`src/rtl/lif_neuron_core.sv`:
```
// Leaky integrate-and-fire neuron: integrates one synaptic current sample per
// handshake, fires a registered spike on threshold, then sits out a refractory window.
module lif_neuron_core #(
    parameter int WIDTH          = 16,
    parameter int DECIMAL_BITS   = 8,
    parameter int THRESHOLD      = 1 << DECIMAL_BITS,
    parameter int V_RESET        = 0,
    parameter int LEAK_SHIFT     = 4,
    parameter int REFRAC_SAMPLES = 2
) (
    input  logic             clk,
    input  logic             reset_n,
    input  logic [WIDTH-1:0] i_syn,
    input  logic             valid_in,
    output logic             ready_out,
    output logic             valid_out,
    input  logic             ready_in,
    output logic             spike_out,
    output logic [WIDTH-1:0] membrane,
    output logic             refractory,
    output logic [7:0]       spike_count
);

    localparam int CNT_W = (REFRAC_SAMPLES > 0) ? $clog2(REFRAC_SAMPLES + 1) : 1;
    localparam logic [WIDTH-1:0] THRESH_W  = WIDTH'(THRESHOLD);
    localparam logic [WIDTH-1:0] V_RESET_W = WIDTH'(V_RESET);
    localparam logic [CNT_W-1:0] REFRAC_W  = CNT_W'(REFRAC_SAMPLES);

    typedef enum logic {
        ST_INTEG,
        ST_REFRAC
    } state_t;

    state_t           r_state, w_stateNext;
    logic [WIDTH-1:0] r_v, w_vNext;
    logic [CNT_W-1:0] r_refracCnt, w_refracCntNext;

    logic             r_validOut, w_validOutNext;
    logic             r_spike, w_spikeNext;
    logic [WIDTH-1:0] r_membrane, w_membraneNext;
    logic             r_refrac, w_refracNext;
    logic [7:0]       r_spikeCount, w_spikeCountNext;

    logic             w_accept;
    logic [WIDTH-1:0] w_leak;
    logic [WIDTH:0]   w_sumWide;
    logic [WIDTH-1:0] w_sum;

    assign ready_out = ready_in | ~r_validOut;
    assign w_accept  = valid_in & ready_out;

    // Leak and integrate with one extra bit so an overflow clamps to full scale instead of wrapping.
    assign w_leak    = r_v - (r_v >> LEAK_SHIFT);
    assign w_sumWide = {1'b0, w_leak} + {1'b0, i_syn};
    assign w_sum     = w_sumWide[WIDTH] ? {WIDTH{1'b1}} : w_sumWide[WIDTH-1:0];

    always_comb begin
        w_stateNext      = r_state;
        w_vNext          = r_v;
        w_refracCntNext  = r_refracCnt;
        w_validOutNext   = w_accept | (r_validOut & ~ready_in);
        w_spikeNext      = r_spike;
        w_membraneNext   = r_membrane;
        w_refracNext     = r_refrac;
        w_spikeCountNext = r_spikeCount;

        if (w_accept) begin
            unique case (r_state)
                ST_INTEG: begin
                    w_refracNext = 1'b0;
                    if (w_sum >= THRESH_W) begin
                        w_vNext        = V_RESET_W;
                        w_spikeNext    = 1'b1;
                        w_membraneNext = V_RESET_W;
                        if (r_spikeCount != 8'hFF) begin
                            w_spikeCountNext = r_spikeCount + 8'd1;
                        end
                        if (REFRAC_SAMPLES > 0) begin
                            w_stateNext     = ST_REFRAC;
                            w_refracCntNext = REFRAC_W;
                        end
                    end else begin
                        w_vNext        = w_sum;
                        w_spikeNext    = 1'b0;
                        w_membraneNext = w_sum;
                    end
                end
                ST_REFRAC: begin
                    // Refractory samples are consumed but neither integrated nor leaked.
                    w_spikeNext     = 1'b0;
                    w_refracNext    = 1'b1;
                    w_membraneNext  = r_v;
                    w_refracCntNext = r_refracCnt - CNT_W'(1);
                    if (r_refracCnt <= CNT_W'(1)) begin
                        w_stateNext     = ST_INTEG;
                        w_refracCntNext = '0;
                    end
                end
                default: begin
                    w_stateNext = ST_INTEG;
                end
            endcase
        end
    end

    always_ff @(posedge clk or negedge reset_n) begin
        if (!reset_n) begin
            r_state      <= ST_INTEG;
            r_v          <= '0;
            r_refracCnt  <= '0;
            r_validOut   <= 1'b0;
            r_spike      <= 1'b0;
            r_membrane   <= '0;
            r_refrac     <= 1'b0;
            r_spikeCount <= 8'd0;
        end else begin
            r_state      <= w_stateNext;
            r_v          <= w_vNext;
            r_refracCnt  <= w_refracCntNext;
            r_validOut   <= w_validOutNext;
            r_spike      <= w_spikeNext;
            r_membrane   <= w_membraneNext;
            r_refrac     <= w_refracNext;
            r_spikeCount <= w_spikeCountNext;
        end
    end

    assign valid_out   = r_validOut;
    assign spike_out   = r_spike;
    assign membrane    = r_membrane;
    assign refractory  = r_refrac;
    assign spike_count = r_spikeCount;

endmodule
```
`config.mk`:
```
export PLATFORM = sky130hd
export DESIGN_NAME = lif_neuron_core
export DESIGN_NICKNAME = d
export VERILOG_FILES = /design/src/rtl/lif_neuron_core.sv
export SDC_FILE = /design/constraint.sdc
export NUM_CORES = 1
export LEC_CHECK = 0
export ABC_AREA = 1
export CELL_PAD_IN_SITES_DETAIL_PLACEMENT = 1
export CELL_PAD_IN_SITES_GLOBAL_PLACEMENT = 1
export CORE_MARGIN = 10
export CORE_UTILIZATION = 40
export CTS_CLUSTER_SIZE = 10
export DETAILED_ROUTE_END_ITERATION = 10
export GPL_TIMING_DRIVEN = 1
export PLACE_DENSITY_LB_ADDON = 0.1
export SETUP_SLACK_MARGIN = 0.5
export SLEW_MARGIN = 10
export SYNTH_ARGS = -nofsm -noshare
export SYNTH_HDL_FRONTEND = slang
export SYNTH_SLANG_ARGS = --single-unit
```
`constraint.sdc`:
```
create_clock -name clk -period 4.2 [get_ports clk]
set_input_delay 0.42 -clock clk [delete_from_list [all_inputs] [get_ports clk]]
set_output_delay 0.42 -clock clk [all_outputs]
set_load 0.005 [all_outputs]
```
After elaboration in Yosys (flattened, before gate mapping)
Cells that the tools add are included.

$add $sub $neg: 4. Bitwise logic cells: 7. Equal/unequal tests: 2. Magnitude comparators: 2. Muxes and demuxes: 11. Reduce and logical (&&, ||, !) cells: 3.

Operator list (count): $mux 16 (2); $pmux 16 s2 (1); $add 16x16->17 (1); $ge 16x9->1 const B (1); $sub 16x12->16 (1); $add 8x1->8 const B (1); $ne 8x8->1 const B (1); $pmux 1 s2 (3); $mux 2 (2); $pmux 2 s2 (1); $reduce_and 2->1 (2); $reduce_and 4->1 (1); $not 1->1 (3); $and 1x1->1 (2); $le 2x1->1 const B (1); $mux 1 (2); $ne 2x2->1 const B (1); $or 1x1->1 (2); $sub 2x1->2 const B (1).

Output and inout bits: 28. Register bits after elaboration: 46. Input port bits: 20.

Depth between registers and ports, before layout
Gate-level depths: netlist of run 1.

Word-level depth: 6. Gate-level depth with buffers: 29. Mapped depth without buffers: 28.

Worst setup path after synthesis of run 1
OpenSTA, ideal clock, no wires.

Path type: register to register. From: register r_v[0]. To: register r_spikeCount[2], in the netlist spike_count[2]. Arrival: 3491 ps. Library setup time: 118 ps. Slack: 591 ps. Clock period less this slack: 3609 ps. Data required time: 4082 ps. Stages on the path, launching flop included: 29. Cells stage by stage: dfrtp_1 -> inv_1 -> ha_1 -> inv_1 -> fa_1 -> nand3_1 -> nand2_1 -> a21oi_1 -> nor2_1 -> o21ai_0 -> nand2_1 -> nand2_1 -> nand3_1 -> xor2_1 -> ha_1 -> nand2_1 -> inv_1 -> a21oi_1 -> nand2_1 -> a21oi_4 -> buf_6 -> nand2_1 -> nor2_1 -> nand2_1 -> nor2_4 -> nand2_4 -> buf_6 -> nand4_1 -> nand2_1.

Word-level cells in the longest chain between the ends: 5.

Ends and longest elaborated chain: start, declared (line 35) `logic [WIDTH-1:0] r_v, w_vNext;`; start signal, assigned (line 118) `r_v <= w_vNext;`; $sub 16x12->16 (line 53) `assign w_leak = r_v - (r_v >> LEAK_SHIFT);`; $add 16x16->17 (line 54) `assign w_sumWide = {1'b0, w_leak} + {1'b0, i_syn};`; $mux 16 (line 55) `assign w_sum = w_sumWide[WIDTH] ? {WIDTH{1'b1}} : w_sumWide[WIDTH-1:0];`; $ge 16x9->1 (line 71) `if (w_sum >= THRESH_W) begin`; $reduce_and 4->1 (no source line); end signal, assigned (line 124) `r_spikeCount <= w_spikeCountNext;`; end, declared (line 42) `logic [7:0] r_spikeCount, w_spikeCountNext;`.

Every way passes these cells. A chain may end at the register's enable or synchronous reset.

Worst setup path after layout of run 1
From: register r_v[5]. To: register r_v[4].

Word-level cells in the longest chain between the ends: 5.

Ends and longest elaborated chain (line): $sub 16x12->16 * (53); $add 16x16->17 * (54); $mux 16 * (55); $ge 16x9->1 (71); $mux 16 * (71).

Every way passes the cells marked *; elsewhere a longest branch is shown, timed or not.

==> results of run 1 <==
-- repair_timing --
| action | 4_1_cts | 5_1_grt |
|---|---|---|
| endpoints found under the setup margin | 28 | 28 |
| buffers inserted | 10 | 4 |
| pin swaps | 23 | 29 |
| resized for setup | 31 | 37 |
| endpoints found under the hold margin | 0 | 0 |
-- power by group through the flow --
| stage | clock network [mW] | registers [mW] | logic [mW] |
|---|---|---|---|
| after floorplan | 0 | 0.530 | 0.409 |
| after global placement | 0 | 0.533 | 0.625 |
| after detailed placement | 0 | 0.535 | 0.636 |
| after CTS | 0.331 | 0.527 | 0.687 |
| after global routing | 0.349 | 0.536 | 0.824 |
| final | 0.321 | 0.527 | 0.735 |
-- placed cells by master (no fill, tap or decap), types with 6 or more instances in the layout --
| cell | count |
|---|---|
| a21oi_1 | 11 |
| a21oi_2 | 6 |
| buf_4 | 20 |
| clkdlybuf4s50_1 | 46 |
| dfrtp_1 | 45 |
| ha_1 | 20 |
| inv_1 | 87 |
| inv_2 | 7 |
| nand2_1 | 166 |
| nand2_2 | 25 |
| nand3_1 | 25 |
| nand4_1 | 11 |
| nor2_1 | 22 |
| nor2_2 | 8 |
| o21ai_0 | 17 |
| xnor2_1 | 8 |
| xor2_1 | 17 |
-- layer usage --
layer / share of wire, % / global-route usage, % / vias up
li1: - / - / 1777
met1: 47 / 21.39 / 1676
met2: 48 / 28.45 / 52
met3: 4.2 / 2.946 / 6
met4: 0.55 / 2.252 / 0
met5: 0 / 0 / -
-- state kept, by name, indices dropped and copies added (netlist names) --
| signal | count |
|---|---|
| membrane | 16 |
| r_v | 16 |
| spike_out | 1 |
| r_refracCnt | 2 |
| spike_count | 8 |
| refractory | 1 |
| r_state | 1 |
| valid_out | 1 |
-- synthesized netlist by cell type (all sizes together) --
cell	instances
a21boi	3
a22o	4
nand3b	2
o21ai	20
a21oi	18
xor2	18
clkinv	1
xnor2	8
clkbuf	4
buf	3
and2	4
a211oi	1
or2	2
nand4	11
nand3	30
nor3	2
nand2	195
fa	2
inv	94
ha	29
nor2	35
dfrtp	46
-- path summary, 6_finish.rpt --
path	start	slack, ns	cells after the start	end
max in group asynchronous	reset_n	3.21	1	r_v[4]$_DFFE_PN0P_
worst min-delay path	reset_n	0.30	1	membrane[2]$_DFFE_PN0P_
worst max register to register	r_v[5]$_DFFE_PN0P_	0.31	24	r_v[4]$_DFFE_PN0P_
min in group clk	refractory$_DFFE_PN0P_	0.49	2	refractory$_DFFE_PN0P_
worst max-delay path	r_v[5]$_DFFE_PN0P_	0.31	24	r_v[4]$_DFFE_PN0P_
worst min register to register	refractory$_DFFE_PN0P_	0.49	2	refractory$_DFFE_PN0P_
-- area by class of cell --
class / instances / area (µm²)
clock buffer: 7 / 76.32
clock inverter: 1 / 30.03
fill: 1149 / 4103
inverter: 95 / 356.6
multi-input combinational: 384 / 2337
sequential: 46 / 1152
tap: 108 / 135.1
timing repair buffer: 67 / 615.6
-- critical path: cells and delay by family (launching register included) --
family | cells | cell delay [ns]
AO/OA/AOI/OAI | 3 | 0.39
adder cells (fa/ha/maj) | 2 | 0.79
buffers and inverters | 5 | 0.55
AND/OR/NAND/NOR | 13 | 1.52
XOR/XNOR | 1 | 0.15
flip-flops | 1 | 0.44
-- logic make-up (layout without fill, tap and decap cells) --
logic type                 after synthesis  after routing  share of synthesized area, %
xor gates and xnor gates                26             26                         6.212
and+or+nand+nor                        281            281                         33.24
DFF                                     46             46                         31.40
AOI/OAI and AO/OA                       46             46                         7.270
buffers and inverters                  102            170                         10.89
adders and majority gates               31             31                         10.99
==> out/results.ini, run 1 <==
[critical_path]
slowest_stage=dfrtp_1
crit_path_start_kind=flip-flop
crit_arrival_ns=4.13
critPathCaptureType=flip-flop
critical_path_required_ns=4.43
path_common_cell=nand2_1
cp_cell_sequence=ha_2, a21oi_1, o21ai_0, a21oi_2, buf_4, buf_4, buf_4, buf_4, xor2_1, ha_1, nand2_1, inv_1, nand2_1, nand2_1, nand3b_1, nand2_1, nand2_1, nor2_1, nand2_1, nor2_4, nand2_4, nor2_8, nand2_2, nand2_1
max_stage_delay_ns=0.44
crit_type=flip-flop to flip-flop
crit_path_max_fanout=8

[die]
die_h_um=115.7
rows=34
die_area_um2=13390
die_w_um=115.7
start_util_pct=41.63
core_region_area_um2=8806
io_pins=48

[cts]
cts_buffers=5
cts_tree=built
h-tree-depth=2
path_clk_slew_ns=0.09
clock_sinks=46
cts.path.max_buffers=2
cts-root-buf=clkbuf_8
worstSkewPairLatency_ns=0.29
postCtsHoldBufs=0

[finish]
final_cell_area_um2=4703
final_util_pct=53.41
nNetsFinal=650
area_growth_pct=28.29
antenna_cells=0
final_cells=708
drive_above_1_share_pct=17.33

[placed_design]
io_buffers=47
globalplace.congestion=0.8522
dp_cells=686
pre_cts_ws_ns=-0.04331
place_area_um2=4269
hpwl_um=8680

[timing]
worst_slack_ns=0.3063
tns_ns=0
final-setup-viol-count=0
drv_slew=0
period_needed_ns=3.894
fin_crit_sh_pct=92.71
hold_violations=0
fin_worst_skew_ns=0.01266
rsz0062_at_grt=yes
fin_hold_ws_ns=0.2960
fmax_mhz=256.8
relSlewSlack_pct=31.42
tightestPinTransition_ns=1.029

[synthesis]
synthCells=532
ys_types=31
netlist_area_um2=3666
yosysTopAreaCell=dfrtp_1
syn_area_per_cell_um2=6.891
synth_nets=583
synth_warnings=0
synthTopCellsByArea=dfrtp_1 31%, nand2_1 19%, ha_1 9.9%
seq_area_frac_synth_pct=31.40
netlist.area_leader.share_pct=31.40
ys_ff_latch=46

[run_status]
outcome=complete, no violations

[global_route]
grt_max_degree=47
grt_overflow_total=0
track_usage_pct=16.44
grt_first_pass_wirelength_um=18010
first_global_vias=3729
antenna_found_initial=0

[drt]
viasPerCell=4.959
drtPass1Iterations=4
drt_iter0_drc=131
drcViolationCount=0
num_vias=3511
wl_per_cell_um=15.35
drt_wl_total_um=10870
antenna_left=0

[min_path]
min_path_type=input port to asynchronous set/reset pin

[power]
switchingPower_mw=0.6180
p_seq_share_pct=33.3
p_int_mw=0.9655
p_sw_share_pct=39.02
combPwrFrac_pct=46.4
p_per_area_nw_per_um2=336.7
power_leakage_nw=2.583
ir_drop_v=0.0002310
clkPwrFrac_pct=20.3
finalPower_mw=1.584

[run]
max_cap_viol_count=0

No activity file was read; power rests on OpenSTA's default activity.
==> run 2: changes to the inputs <==
Settings changed: ABC_CLOCK_PERIOD_IN_PS from default to 4200, CORE_MARGIN 10 to 4.
==> run 2 against run 1 <==
  * Setup slack improved by 0.019 ns
  * Cell area rose by 1.3%
  * Sequential power rose by 0.9%
  * Hold slack got worse by 0.011 ns
  * Cell count rose by 1.3%
  * Combinational power rose by 2%
  * Critical path depth rose by 1
  * Critical path type unchanged
  * Largest power group unchanged
==> out/results.ini, run 2 (same netlist as run 1, synthesis figures left out) <==
[run_status]
outcome=complete, no violations

[critical_path]
critical_path_required_ns=4.44
critPathCaptureType=flip-flop
crit_path_max_fanout=8
crit_path_start_kind=flip-flop
worst-r2r-cell-count=25
crit_arrival_ns=4.11
crit_type=flip-flop to flip-flop

[placed_design]
pre_cts_ws_ns=-0.04804
globalplace.congestion=0.8346
io_buffers=47
hpwl_um=8386

[die]
die_area_um2=10760
start_util_pct=41.63
rows=34
die_h_um=103.7
core_region_area_um2=8806
io_pins=48
die_w_um=103.7

[cts]
cts-root-buf=clkbuf_8
worstSkewPairLatency_ns=0.31
path_clk_slew_ns=0.10
h-tree-depth=2
cts_buffers=5
clock_sinks=46
cts.path.max_buffers=2
cts_tree=built

[timing]
rsz0062_at_grt=yes
worst_slack_ns=0.3249
fin_worst_skew_ns=0.01534
drv_slew=0
fin_crit_sh_pct=92.26
fmax_mhz=258.1
hold_violations=0
final-setup-viol-count=0
relSlewSlack_pct=32.56
tightestPinTransition_ns=1.012
period_needed_ns=3.875

[global_route]
first_global_vias=3734
track_usage_pct=20.14
grt_first_pass_wirelength_um=18130
antenna_found_initial=0
grt_max_degree=47
grt_overflow_total=0

[finish]
nNetsFinal=659
layout_common_cells=166 x nand2_1, 87 x inv_1, 46 x clkdlybuf4s50_1, 46 x dfrtp_1, 28 x nand2_2
final_util_pct=54.09
drive_above_1_share_pct=18.56
final_common_cell=nand2_1
antenna_cells=0
area_growth_pct=29.93

[drt]
wl_per_cell_um=15.36
drt_wl_total_um=11020
drcViolationCount=0
num_vias=3567
drtPass1Iterations=4
viasPerCell=4.975
antenna_left=0
drt_iter0_drc=93

[power]
ir_drop_v=0.0001657
power_leakage_nw=2.619
p_per_area_nw_per_um2=329.3

[min_path]
min_path_type=input port to asynchronous set/reset pin

[run]
max_cap_viol_count=0

==> run 2: worst paths after layout <==
check,slack (ns),end,from
max in group asynchronous,3.28,r_v[9]$_DFFE_PN0P_,reset_n
hold / removal,0.29,membrane[3]$_DFFE_PN0P_,reset_n
setup / recovery,0.32,r_v[0]$_DFFE_PN0P_,r_v[0]$_DFFE_PN0P_
hold reg to reg,0.50,membrane[12]$_DFFE_PN0P_,membrane[12]$_DFFE_PN0P_
min in group clk,0.50,membrane[12]$_DFFE_PN0P_,membrane[12]$_DFFE_PN0P_
setup reg to reg,0.32,r_v[0]$_DFFE_PN0P_,r_v[0]$_DFFE_PN0P_
==> run 2: final cells by class <==
| type | count | area (µm²) |
|---|---|---|
| Sequential cell | 46 | 1151 |
| Inverter | 95 | 356.6 |
| Clock buffer | 6 | 82.58 |
| Fill cell | 1145 | 4043 |
| Timing Repair Buffer | 76 | 698.2 |
| Tap cell | 108 | 135.1 |
| Multi-Input combinational cell | 384 | 2327 |
| Clock inverter | 2 | 12.51 |
==> run 2: metal layers <==
layer  routed length, µm  vias up  GRT usage [%]  share of wire, %
met5                   0        -              0                 0
met4                  81        0          2.849              0.74
met3                 303        8          3.483               2.8
met2                5386       50          34.35                49
met1                5245     1709          27.49                48
li1                    -     1800              -                 -
==> run 2: worst max-delay path: stages (launching register included) <==
cell	delay, ns
dfrtp_1	0.40
inv_2	0.08
ha_4	0.12
inv_2	0.03
fa_2	0.35
nand3_2	0.08
nand2_2	0.06
a21oi_2	0.16
nor2_1	0.07
o21ai_2	0.14
nand2_2	0.10
xor2_2	0.17
ha_2	0.41
nand2_1	0.15
nor2_1	0.24
and2_1	0.16
nand2_1	0.07
nand3_1	0.08
nand2_1	0.05
nor2_1	0.10
nand2_1	0.10
nor2_4	0.17
nand2_4	0.11
nor2_8	0.20
nand2_2	0.11
nand2_1	0.08
==> run 2: what timing repair did <==
action                                  CTS  global route
gates resized for setup                  36            30
hold buffers                              0             0
endpoints found under the setup margin   28            28
pin swaps                                29            21
setup buffers                            16             7
==> run 2: through the flow <==
stage	hold WS (ns)	TNS, ns	cells	instance area [µm²]	total power [mW]
after floorplan	0.1244	0	532	3666	0.9397
after global placement	0.4631	-0.05586	686	4269	1.155
after detailed placement	0.4756	-0.5005	686	4269	1.171
after CTS	0.3206	0	710	4589	1.519
after global routing	0.3729	0	717	4763	1.696
final	0.2853	0	717	4763	1.568
==> run 2: power by group <==
group | switching, mW | internal (mW)
combinational | 0.434 | 0.315
sequential | 0.0466 | 0.485
clock | 0.156 | 0.133
==> run 3: changes to the inputs <==
Settings changed: CAP_MARGIN from default to 20.
==> run 3 against run 2 <==
  * Global-route usage stayed put
  * Cell area increased by 0.63%
  * Wire length up 0.11%
  * Clock power about the same
  * Cell count grew 0.28%
  * Die area is the same
  * Total power barely moved
  * Sequential power hardly changed
  * Register-to-register slack hardly changed
  * Setup slack worse by 0.0024 ns
  * Fmax about the same
  * Combinational power about the same
==> out/results.ini, run 3 (same netlist as run 1, synthesis figures left out) <==
[placed_design]
dp_cells=686
place_area_um2=4269
globalplace.congestion=0.8346
io_buffers=47
hpwl_um=8386

[timing]
drv_slew=0
period_needed_ns=3.878
tightestPinTransition_ns=0.6360
final-setup-viol-count=0
fin_worst_skew_ns=0.01426
relSlewSlack_pct=57.34
fin_crit_sh_pct=92.32
fmax_mhz=257.9
rsz0062_at_grt=yes
hold_violations=0

[finish]
area_growth_pct=30.75
antenna_cells=0
final_cells=719
final_cell_area_um2=4793
final_util_pct=54.43
drive_above_1_share_pct=18.66
final_common_cell=nand2_1
layout_common_cells=166 x nand2_1, 87 x inv_1, 46 x clkdlybuf4s50_1, 46 x dfrtp_1, 28 x nand2_2
fillers=1144
nNetsFinal=661

[global_route]
antenna_found_initial=0
first_global_vias=3734
grt_first_pass_wirelength_um=18130
grt_max_degree=47
grt_overflow_total=0
track_usage_pct=20.14

[die]
io_pins=48
rows=34
die_w_um=103.7
die_area_um2=10760
die_h_um=103.7
start_util_pct=41.63
core_region_area_um2=8806

[cts]
worstSkewPairLatency_ns=0.30
cts-root-buf=clkbuf_8
cts.path.max_buffers=2
clock_sinks=46
cts_tree=built
h-tree-depth=2
path_clk_slew_ns=0.09
cts_buffers=5

[critical_path]
crit_path_start_kind=flip-flop
crit_arrival_ns=4.12
crit_type=flip-flop to flip-flop
critPathCaptureType=flip-flop
critical_path_required_ns=4.44
crit_path_max_fanout=8

[power]
p_per_area_nw_per_um2=327.3
power_leakage_nw=2.632
finalPower_mw=1.569
ir_drop_v=0.0001675

[run_status]
outcome=complete, no violations

[drt]
viasPerCell=4.976
drt_iter0_drc=114
drcViolationCount=0
antenna_left=0
drt_wl_total_um=11030
drtPass1Iterations=4
num_vias=3578
wl_per_cell_um=15.34

[run]
max_cap_viol_count=0

[min_path]
min_path_type=flip-flop to flip-flop

run 3: changes by cell type in the layout (fill, tap and decap cells not counted), sizes merged:
| cell | before | now |
|---|---|---|
| buf | 30 | 31 |
| dlygate4sd3 | 0 | 1 |
run 3: repair_timing:
action / 4_1_cts / 5_1_grt
setup buffers: 16 / 7
endpoints found under the setup margin: 28 / 28
gates resized for setup: 36 / 30
pin swaps: 29 / 22
hold buffers: 0 / 1
hold endpoints to repair: 0 / 9
run 3: final timing paths:
| path | depth (start not counted) | slack (ns) | to | start |
|---|---|---|---|---|
| max in group asynchronous | 3 | 3.20 | r_v[9]$_DFFE_PN0P_ | reset_n |
| max | 27 | 0.32 | r_v[0]$_DFFE_PN0P_ | r_v[0]$_DFFE_PN0P_ |
| max reg2reg | 27 | 0.32 | r_v[0]$_DFFE_PN0P_ | r_v[0]$_DFFE_PN0P_ |
| min | 2 | 0.49 | membrane[12]$_DFFE_PN0P_ | membrane[12]$_DFFE_PN0P_ |
| min in group asynchronous | 2 | 0.52 | membrane[2]$_DFFE_PN0P_ | reset_n |
| min reg2reg | 2 | 0.49 | membrane[12]$_DFFE_PN0P_ | membrane[12]$_DFFE_PN0P_ |
run 3: per-layer routing:
layer	track usage, %	up-vias	wire (µm)
li1	-	1802	-
met1	27.49	1727	5210
met2	34.35	43	5456
met3	3.483	6	289
met4	2.849	0	73
met5	0	-	0
run 3: critical path: stages, from the launching register on:
cell and delay [ns]:
dfrtp_1 0.41, inv_2 0.08, ha_4 0.12, inv_2 0.04, fa_2 0.35, nand3_2 0.08
nand2_2 0.06, a21oi_2 0.16, nor2_1 0.07, o21ai_2 0.14, nand2_2 0.10, nand2_2 0.10
nand3_2 0.07, xor2_1 0.15, ha_1 0.35, nand2_2 0.15, nor2_2 0.07, and2_4 0.14
a21oi_4 0.20, buf_6 0.14, nand2_2 0.04, nor2_1 0.09, nand2_1 0.08, nor2_4 0.13
nand2_4 0.11, nor2_8 0.21, nand2_2 0.11, nand2_1 0.07
run 3: where the power goes:
group / internal [mW] / leakage [nW] / switching (mW)
registers: 0.485 / 0.627 / 0.0461
logic: 0.317 / 1.96 / 0.433
clock network: 0.133 / 0.0472 / 0.154
total: 0.935 / 2.63 / 0.634
run 3: cell type report:
cell class / count / area, µm² / area share [%]
inverters: 95 / 356.6 / 7.439
well taps: 108 / 135.1 / 2.819
clock inverters: 2 / 12.51 / 0.2610
clock buffers: 6 / 82.58 / 1.723
multi-input cells: 384 / 2327 / 48.55
repair buffers: 78 / 728.2 / 15.19
flip-flops and latches: 46 / 1151 / 24.01
run 3: through the flow:
stage	setup WS, ns	hold WS (ns)	setup TNS (ns)
after floorplan	0.5906	0.1244	0
after global placement	-0.01272	0.4631	-0.05586
after detailed placement	-0.04804	0.4756	-0.5005
after CTS	0.3078	0.3206	0
after global routing	0.04277	0.5328	0
final	0.3225	0.4940	0
